==> config.mk <==
export PLATFORM = sky130hd
export DESIGN_NAME = weight_bit_serializer
export DESIGN_NICKNAME = d
export VERILOG_FILES = /design/src/rtl/fp_int_mac_pkg.sv /design/src/rtl/piso_shift.sv /design/src/rtl/weight_bit_serializer.sv
export SDC_FILE = /design/constraint.sdc
export NUM_CORES = 1
export LEC_CHECK = 0
export ABC_AREA = 1
export CORE_ASPECT_RATIO = 0.7
export CORE_MARGIN = 2
export CORE_UTILIZATION = 35
export DETAILED_ROUTE_END_ITERATION = 10
export PLACE_DENSITY_LB_ADDON = 0.08
export SLEW_MARGIN = 10
export SYNTH_ARGS = -nofsm -noshare
export SYNTH_HDL_FRONTEND = slang
export SYNTH_SLANG_ARGS = --single-unit
==> constraint.sdc <==
create_clock -name clk -period 1.6 [get_ports clk]
set_clock_uncertainty 0.15 [all_clocks]
set_input_delay 0.16 -clock clk [delete_from_list [all_inputs] [get_ports clk]]
set_output_delay 0.16 -clock clk [all_outputs]
set_load 0.1 [all_outputs]
==> src/rtl/fp_int_mac_pkg.sv <==
// rtl/fp_int_mac_pkg.sv - shared widths and serializer state encoding for the fp_int_mac datapath
package fp_int_mac_pkg;

    localparam int DEFAULT_PRECISION = 4;
    localparam int DEFAULT_ACT_WIDTH = 16;

    typedef enum logic [1:0] {
        IDLE      = 2'd0,
        SHIFT     = 2'd1,
        WAIT_DONE = 2'd2
    } ser_state_t;

endpackage

==> src/rtl/piso_shift.sv <==
// rtl/piso_shift.sv - loadable parallel-in/serial-out register, MSB first
module piso_shift #(
    parameter int WIDTH = 4
) (
    input  logic             clk,
    input  logic             rst,
    input  logic             load,
    input  logic             shift,
    input  logic             clear,
    input  logic [WIDTH-1:0] d,
    output logic             msb
);

    logic [WIDTH-1:0] q;

    // Zeros shift in from the bottom so an emptied register drives msb low
    always_ff @(posedge clk or posedge rst) begin
        if (rst) begin
            q <= '0;
        end else if (load) begin
            q <= d;
        end else if (shift) begin
            q <= {q[WIDTH-2:0], 1'b0};
        end else if (clear) begin
            q <= '0;
        end
    end

    assign msb = q[WIDTH-1];

endmodule

==> src/rtl/weight_bit_serializer.sv <==
// rtl/weight_bit_serializer.sv - streams (act, weight) pairs bit-serially into the fp_int_mac weight port
module weight_bit_serializer
    import fp_int_mac_pkg::*;
#(
    parameter int PRECISION = DEFAULT_PRECISION,
    parameter int ACT_WIDTH = DEFAULT_ACT_WIDTH
) (
    input  logic                 clk,
    input  logic                 rst,
    input  logic                 in_valid,
    output logic                 in_ready,
    input  logic [ACT_WIDTH-1:0] in_act,
    input  logic [PRECISION-1:0] in_w,
    input  logic                 in_last,
    output logic                 mac_valid,
    output logic [ACT_WIDTH-1:0] mac_act,
    output logic                 mac_w,
    input  logic                 mac_done,
    output logic                 frame_done,
    output logic                 underrun
);

    localparam int CW = $clog2(PRECISION);
    localparam logic [CW-1:0] LSB_CNT = CW'(PRECISION - 1);

    ser_state_t state, state_nx;
    logic [CW-1:0] cnt, cnt_nx;
    logic [PRECISION-1:0] hd_w, hd_w_nx;
    logic [ACT_WIDTH-1:0] hd_act, hd_act_nx, act_nx;
    logic hd_last, hd_last_nx, hd_valid, hd_valid_nx;
    logic sh_last, sh_last_nx, last_seen, last_seen_nx;
    logic underrun_nx, frame_done_nx, mac_valid_nx, in_ready_nx;
    logic sh_load, sh_shift, sh_clear;
    logic [PRECISION-1:0] sh_d;
    logic accept, lsb;

    assign accept = in_valid && in_ready;
    assign lsb    = (cnt == LSB_CNT);

    piso_shift #(.WIDTH(PRECISION)) u_piso (
        .clk   (clk),
        .rst   (rst),
        .load  (sh_load),
        .shift (sh_shift),
        .clear (sh_clear),
        .d     (sh_d),
        .msb   (mac_w)
    );

    always_comb begin
        state_nx      = state;
        cnt_nx        = cnt;
        hd_w_nx       = hd_w;
        hd_act_nx     = hd_act;
        hd_last_nx    = hd_last;
        hd_valid_nx   = hd_valid;
        sh_last_nx    = sh_last;
        act_nx        = mac_act;
        last_seen_nx  = last_seen | (accept & in_last);
        underrun_nx   = underrun;
        frame_done_nx = 1'b0;
        sh_load       = 1'b0;
        sh_shift      = 1'b0;
        sh_clear      = 1'b0;
        sh_d          = in_w;

        unique case (state)
            IDLE: begin
                if (accept) begin
                    sh_load    = 1'b1;
                    act_nx     = in_act;
                    sh_last_nx = in_last;
                    cnt_nx     = '0;
                    state_nx   = SHIFT;
                end
            end
            SHIFT: begin
                if (!lsb) begin
                    sh_shift = 1'b1;
                    cnt_nx   = cnt + CW'(1);
                    if (accept) begin
                        hd_w_nx     = in_w;
                        hd_act_nx   = in_act;
                        hd_last_nx  = in_last;
                        hd_valid_nx = 1'b1;
                    end
                end else begin
                    // LSB cycle: refill from the hold, else straight from the input, else drain
                    cnt_nx = '0;
                    if (hd_valid) begin
                        sh_load     = 1'b1;
                        sh_d        = hd_w;
                        act_nx      = hd_act;
                        sh_last_nx  = hd_last;
                        hd_valid_nx = 1'b0;
                    end else if (accept) begin
                        sh_load    = 1'b1;
                        act_nx     = in_act;
                        sh_last_nx = in_last;
                    end else if (sh_last) begin
                        sh_clear = 1'b1;
                        state_nx = WAIT_DONE;
                    end else begin
                        sh_clear    = 1'b1;
                        underrun_nx = 1'b1;
                        state_nx    = IDLE;
                    end
                end
            end
            WAIT_DONE: begin
                if (mac_done) begin
                    frame_done_nx = 1'b1;
                    last_seen_nx  = 1'b0;
                    state_nx      = IDLE;
                end
            end
            default: state_nx = IDLE;
        endcase

        mac_valid_nx = (state_nx == SHIFT);
        in_ready_nx  = !hd_valid_nx && (state_nx != WAIT_DONE) && !last_seen_nx;
    end

    always_ff @(posedge clk or posedge rst) begin
        if (rst) begin
            state      <= IDLE;
            cnt        <= '0;
            hd_w       <= '0;
            hd_act     <= '0;
            hd_last    <= 1'b0;
            hd_valid   <= 1'b0;
            sh_last    <= 1'b0;
            last_seen  <= 1'b0;
            mac_act    <= '0;
            mac_valid  <= 1'b0;
            in_ready   <= 1'b0;
            frame_done <= 1'b0;
            underrun   <= 1'b0;
        end else begin
            state      <= state_nx;
            cnt        <= cnt_nx;
            hd_w       <= hd_w_nx;
            hd_act     <= hd_act_nx;
            hd_last    <= hd_last_nx;
            hd_valid   <= hd_valid_nx;
            sh_last    <= sh_last_nx;
            last_seen  <= last_seen_nx;
            mac_act    <= act_nx;
            mac_valid  <= mac_valid_nx;
            in_ready   <= in_ready_nx;
            frame_done <= frame_done_nx;
            underrun   <= underrun_nx;
        end
    end

endmodule

# --- Word-level counts from Yosys, hierarchy flattened ---
# Index checks and enable logic that the tools add are counted.
totals:
  regBits: 52
  latchBits: 0
  ramBits: 0
  mem_bits_ro: 0
  in_bits: 25
  output_inout_bits: 21
  word_cells: 81
  memories: 0
classes:
  n_addsub: 1
  mul: 0
  div_mod_pow: 0
  magnitude_cmp: 0
  eq_ne: 7
  n_shift: 0
  mux: 41
  bitwise: 6
  n_reduce_logical: 12
op_table:
  columns: ["operator", "n"]
  rows:
  - ["$mux 16", 3]
  - ["$pmux 16 s2", 1]
  - ["$mux 4", 6]
  - ["$mux 1", 19]
  - ["$mux 2", 8]
  - ["$ne 2x2->1 const B", 3]
  - ["$pmux 2 s3", 1]
  - ["$reduce_and 5->1", 1]
  - ["$eq 2x1->1 const B", 2]
  - ["$eq 2x2->1 const B", 2]
  - ["$not 1->1", 4]
  - ["$pmux 1 s2", 2]
  - ["$pmux 2 s2", 1]
  - ["$reduce_and 2->1", 2]
  - ["$logic_and 1x1->1", 3]
  - ["$reduce_and 3->1", 1]
  - ["$reduce_bool 3->1", 1]
  - ["$add 2x1->2 const B", 1]
  - ["$logic_not 1->1", 2]
  - ["$logic_not 2->1", 1]
  - ["$reduce_bool 2->1", 1]
  - ["$and 1x1->1", 1]
  - ["$or 1x1->1", 1]

# --- Longest topological paths before layout ---
depth:
  word_depth: 8
  mapped_depth: 8
  mapped_depth_nobuf: 7

# --- Hierarchy ---
# From an unflattened synthesis, not the netlist that was laid out.
unflattened:
  cells_unflattened: 331
  area_unflattened_um2: 2608.8
by_module_without_submodules:
  columns: ["mod", "n_inst", "cells_per_inst", "area_per_inst_um2", "seq_area_each_um2"]
  rows:
  - ["weight_bit_serializer", 1, 299, 2396.0, 1201.2]
  - ["piso_shift", 1, 32, 212.7, 100.1]

# --- Worst setup path before layout ---
# Ideal clock, no wire load.
synth_path:
  path_kind: "register -> register"
  from: "reg in_ready"
  to: "reg hd_act[0]"
  setup_ps: 66
  arrival_ps: 2008
  required_ps: 1384
  path_slack_ps: -623
  path_stages_with_launch: 7
  period_less_slack_ps: 2223
  path_cell_list: "dfrtp_1 > nand2_1 > inv_1 > buf_4 > clkbuf_1 > nand3_1 > nand2_1"
synth_via:
  elab_chain_cells: 2
synth_rtl:
  columns: ["item", "line", "source"]
  rows:
  - ["start: declaration", "weight_bit_serializer.sv:11", "output logic in_ready,"]
  - ["start signal: assignment", "weight_bit_serializer.sv:150", "in_ready <= in_ready_nx;"]
  - ["$logic_and 1x1->1", "weight_bit_serializer.sv:37", "assign accept = in_valid && in_ready;"]
  - ["$reduce_and 3->1 (no line)", null, null]
  - ["end signal: assignment", "weight_bit_serializer.sv:143", "hd_act <= hd_act_nx;"]
  - ["end: declaration", "weight_bit_serializer.sv:29", "logic [ACT_WIDTH-1:0] hd_act, hd_act_nx, act_nx;"]
# No other way between the ends.
# A chain may end at the register's enable or synchronous reset.

# --- Worst setup path in the final report ---
layout_path:
  from: "reg state[0]"
  to: "reg mac_act[4]"
layout_via:
  elab_chain_cells: 3
layout_rtl:
  columns: ["item", "line", "source"]
  rows:
  - ["start: declaration", "weight_bit_serializer.sv:26", "ser_state_t state, state_nx;"]
  - ["start signal: assignment", "weight_bit_serializer.sv:140", "state <= state_nx;"]
  - ["$eq 2x1->1 / $logic_not 2->1 (equally long branches)", "weight_bit_serializer.sv:67", "unique case (state)"]
  - ["$ne 2x2->1 (no line) / $reduce_bool 2->1 (equally long branches)", null, null]
  - ["$reduce_and 2->1 (no line)", null, null]
  - ["end signal: assignment", "weight_bit_serializer.sv:148", "mac_act <= act_nx;"]
  - ["end: declaration", "weight_bit_serializer.sv:16", "output logic [ACT_WIDTH-1:0] mac_act,"]
# Parallel ways exist; a longest one is shown, timed or not.

==> results by stage <==
Place:
- The detailed placement HPWL is 4170 microns.
- OpenSTA, run right after detailed placement, puts the worst setup slack at -0.131 ns.
- The count of buffers added on input and output ports is 45.
- The weighted congestion at the end of routability-driven global placement is 0.778.
- The number of cells in the design after placement is 462.

Synth:
- The number of register bits inferred by synthesis is 52.
- When the netlist entered floorplanning its net count stood at 346.
- Of the synthesized area, sequential elements account for 0.519.
- Synthesis produced a netlist whose cell count is 320.
- For this run, the number of Yosys warnings is 0.
- In this run the cell area of the synthesized design comes to 0.00251 sq mm.
- A synthesized cell averages 7.84 sq um.
- Yosys mapped the design onto 21 distinct sky130hd cell types.

Route:
- The iteration-0 DRC count of the detailed router is 80.
- The detailed router placed 2180 vias in this run.
- For this run, the detailed router's first-pass iteration total came to 4.
- The detail-routed via count per cell is 4.64.
- In this run the remaining antenna-violating nets after routing total 0.
- The routed wire length is 6060 microns.
- After detailed routing, the number of remaining DRC violations is 0.
- After detailed routing, the average wire length per cell comes to 12.9 microns.

Hold path:
- The worst hold path belongs to the class input pin to async pin.

Floorplan:
- The floorplan die width is 105 microns.
- The core region is 0.00685 sq mm.
- The die outline area is 0.00787 sq mm.
- The total number of placement rows is 25.
- For this design the top-level I/O count stands at 46.
- For this configuration, the core starts out at a cell density of 0.366.
- The chip height is 74.8 microns.

Global routing:
- In the global route stage, overall resource usage came out at 0.162.
- The number of antenna violations at the first check in global routing was 0.
- The wire length of the first global-routing pass is 10000 microns.
- The maximum number of pins on one net before global-route repair is 53.
- The via count of the first global-routing pass is 2054.
- The total overflow left after global routing is 0.

Layout:
- The final layout contains 402 nets.
- The library cell used most frequently in the layout, excluding fill and tap cells, is sky130_fd_sc_hd__nand2_1.
- The final non-filler cell total is 470.
- The area overhead of the layout relative to synthesis is 39.0%.
- Leaving out fill and tap cells, the most frequent cells in the layout are sky130_fd_sc_hd__nand2_1 (140), sky130_fd_sc_hd__nand3_1 (59), sky130_fd_sc_hd__dfrtp_1 (51).
- The antenna diode count is 0.
- Fill cells in the final layout number 631.
- In the final layout, the share of cells above drive strength 1 is 0.168.

Power:
- The sequential share of power is 0.317.
- The total power per unit cell area is 2110 mW/mm^2.
- Summed over all nets, the switching power comes to 3.62 mW.
- Of the total power, the share spent switching nets is 0.492.
- The static leakage is 1.75 nW.
- The share of total power dissipated in the clock network is 0.097.
- Of the total power, combinational logic draws 0.586.
- The internal power is 3.73 mW.
- The worst vdd rail ir drop is 0.950 mV.

CTS:
- Buffers inserted to repair hold after CTS numbered 0.
- The H-tree depth reported by CTS is 2.
- TritonCTS built the clock tree.
- Clock tree synthesis selected as its root buffer the cell sky130_fd_sc_hd__clkbuf_8.
- The buffer depth of the longest clock path is 2.
- The sink count of the clock tree is 52.
- The clock-pin slew of the registers on the worst-case setup and hold paths is 0.09 ns.
- The number of clock buffers added by TritonCTS is 5.
- The clock reaches the later pin of the worst-skew pair after 0.30 ns.

Timing:
- The final critical-path setup slack is 0.0736 ns.
- The portion of the clock cycle consumed by the worst path in the final layout is 0.954.
- The transition time of the tightest slew-check pin is 0.412 ns.
- The final-report setup violation count is 0.
- The number of hold-slack violations in the final timing report was 0.
- Static timing analysis puts the maximum clock frequency at 0.655 GHz.
- The number of pins with negative max-slew slack in the final report is 0.
- The total negative slack for setup checks is 0 ns.
- The clock period minus worst slack is 1.53 ns.
- Headroom to the max-slew limit came out at 0.723.

Critical path:
- The worst setup path is captured at a register.
- The kind of start point of the critical path is a register.
- The largest individual stage delay along the critical path comes from the cell sky130_fd_sc_hd__dfrtp_1.
- The required time at the endpoint of the critical path is 1.64 ns.
- Data arrives at the worst endpoint at 1.57 ns.
- The maximum fanout encountered on the critical timing path is 10.
- The largest incremental delay on the critical path is 0.44 ns.
- The worst setup path is of the register to register kind.
- The signal on the critical path passes through inv_2 -> nor2_4 -> nand2_2 -> buf_4 -> or2_2 -> nand3_1 -> nand2_1.

Flow run:
- The tool flagged a number of max-cap violations equal to 0.

Run status:
- The run finished with clean final reports.
[per-layer routing]
| metal | GRT usage | wire length [microns] |
|---|---|---|
| met1 | 0.243 | 3330 |
| met2 | 0.239 | 2470 |
| met3 | 0.0372 | 235 |
| met4 | 0.0370 | 27 |
| met5 | 0 | 0 |
[through the flow]
stage          power (mW)   util  hold WS, ns  area [sq um]
6_report             7.35  0.509        0.113          3490
5_1_grt              7.85  0.509        0.157          3490
4_1_cts              7.36  0.505        0.138          3460
3_5_place_dp         6.62  0.494        0.300          3380
3_3_place_gp         6.57  0.494        0.297          3380
2_1_floorplan        5.03      -       0.0651          2530
[flip-flops by register name, indices dropped and copies added, names as in the netlist]
register	flops
hd_act	16
mac_act	16
hd_w	4
u_piso.q	4
cnt	2
state	2
frame_done	1
hd_last	1
hd_valid	1
in_ready	1
last_seen	1
mac_valid	1
sh_last	1
underrun	1
[Yosys cell counts (all sizes together)]
library cell  count  area [sq um]
nand2           143           542
nand3            59           295
dfrtp            52          1300
or2              16           100
inv              14          52.6
buf              10          61.3
nor2              7          48.8
clkbuf            5          18.8
nand4             5          31.3
o21ai             5          25.0
a21oi             1          5.00
ha                1          12.5
o211ai            1          7.51
o21bai            1          7.51
[worst max-delay path, delay by kind of cell, from the launching register on]
family | cells | cell delay (ns)
AND/OR/NAND/NOR | 5 | 0.57
buffers and inverters | 2 | 0.27
flip-flops | 1 | 0.44
[path summary, 6_finish.rpt]
path                                        start                endpoint  slack (ns)  depth (start not counted)
max                            state[0]$_DFF_PP0_  mac_act[4]$_DFFE_PP0P_        0.07                          7
min                                           rst  mac_act[7]$_DFFE_PP0P_        0.11                          3
max reg2reg                    state[0]$_DFF_PP0_  mac_act[4]$_DFFE_PP0P_        0.07                          7
min reg2reg                hd_act[12]$_DFFE_PP0P_  hd_act[12]$_DFFE_PP0P_        0.32                          2
max in group asynchronous                     rst   hd_act[4]$_DFFE_PP0P_        0.92                          3
min in group clk                         mac_done    frame_done$_DFF_PP0_        0.27                          3
[power by group through the flow]
| stage | clock network (mW) | registers (mW) | logic, mW |
|---|---|---|---|
| 2_1_floorplan | 0 | 3.63 | 1.40 |
| 3_3_place_gp | 0 | 2.33 | 4.24 |
| 3_5_place_dp | 0 | 2.34 | 4.29 |
| 4_1_cts | 0.746 | 2.32 | 4.30 |
| 5_1_grt | 0.799 | 2.40 | 4.65 |
| 6_report | 0.713 | 2.33 | 4.31 |
[what timing repair did]
item                       in CTS  in global routing
setup endpoints to repair      21                 17
buffers inserted                0                  1
cloned                          0                  0
resized for setup               2                  3
pin swaps                       0                  5
[cells by family after synthesis]
kind of cell / count (synthesis) / share of synthesized area
buffers and inverters: 29 / 0.0529
adder cells (fa/ha/maj): 1 / 0.00499
flip-flops: 52 / 0.519
AO/OA/AOI/OAI: 8 / 0.0180
AND/OR/NAND/NOR: 230 / 0.405
[area by class of cell]
cell class / instances / area [sq um] / share of cell area
Clock buffer: 6 / 72.6 / 0.0208
Clock inverter: 1 / 5.00 / 0.00144
Inverter: 14 / 58.8 / 0.0169
Multi-Input combinational cell: 239 / 1090 / 0.314
Sequential cell: 52 / 1310 / 0.374
Tap cell: 94 / 118 / 0.0337
Timing Repair Buffer: 64 / 832 / 0.239
No activity file was read; power rests on OpenSTA's default activity.
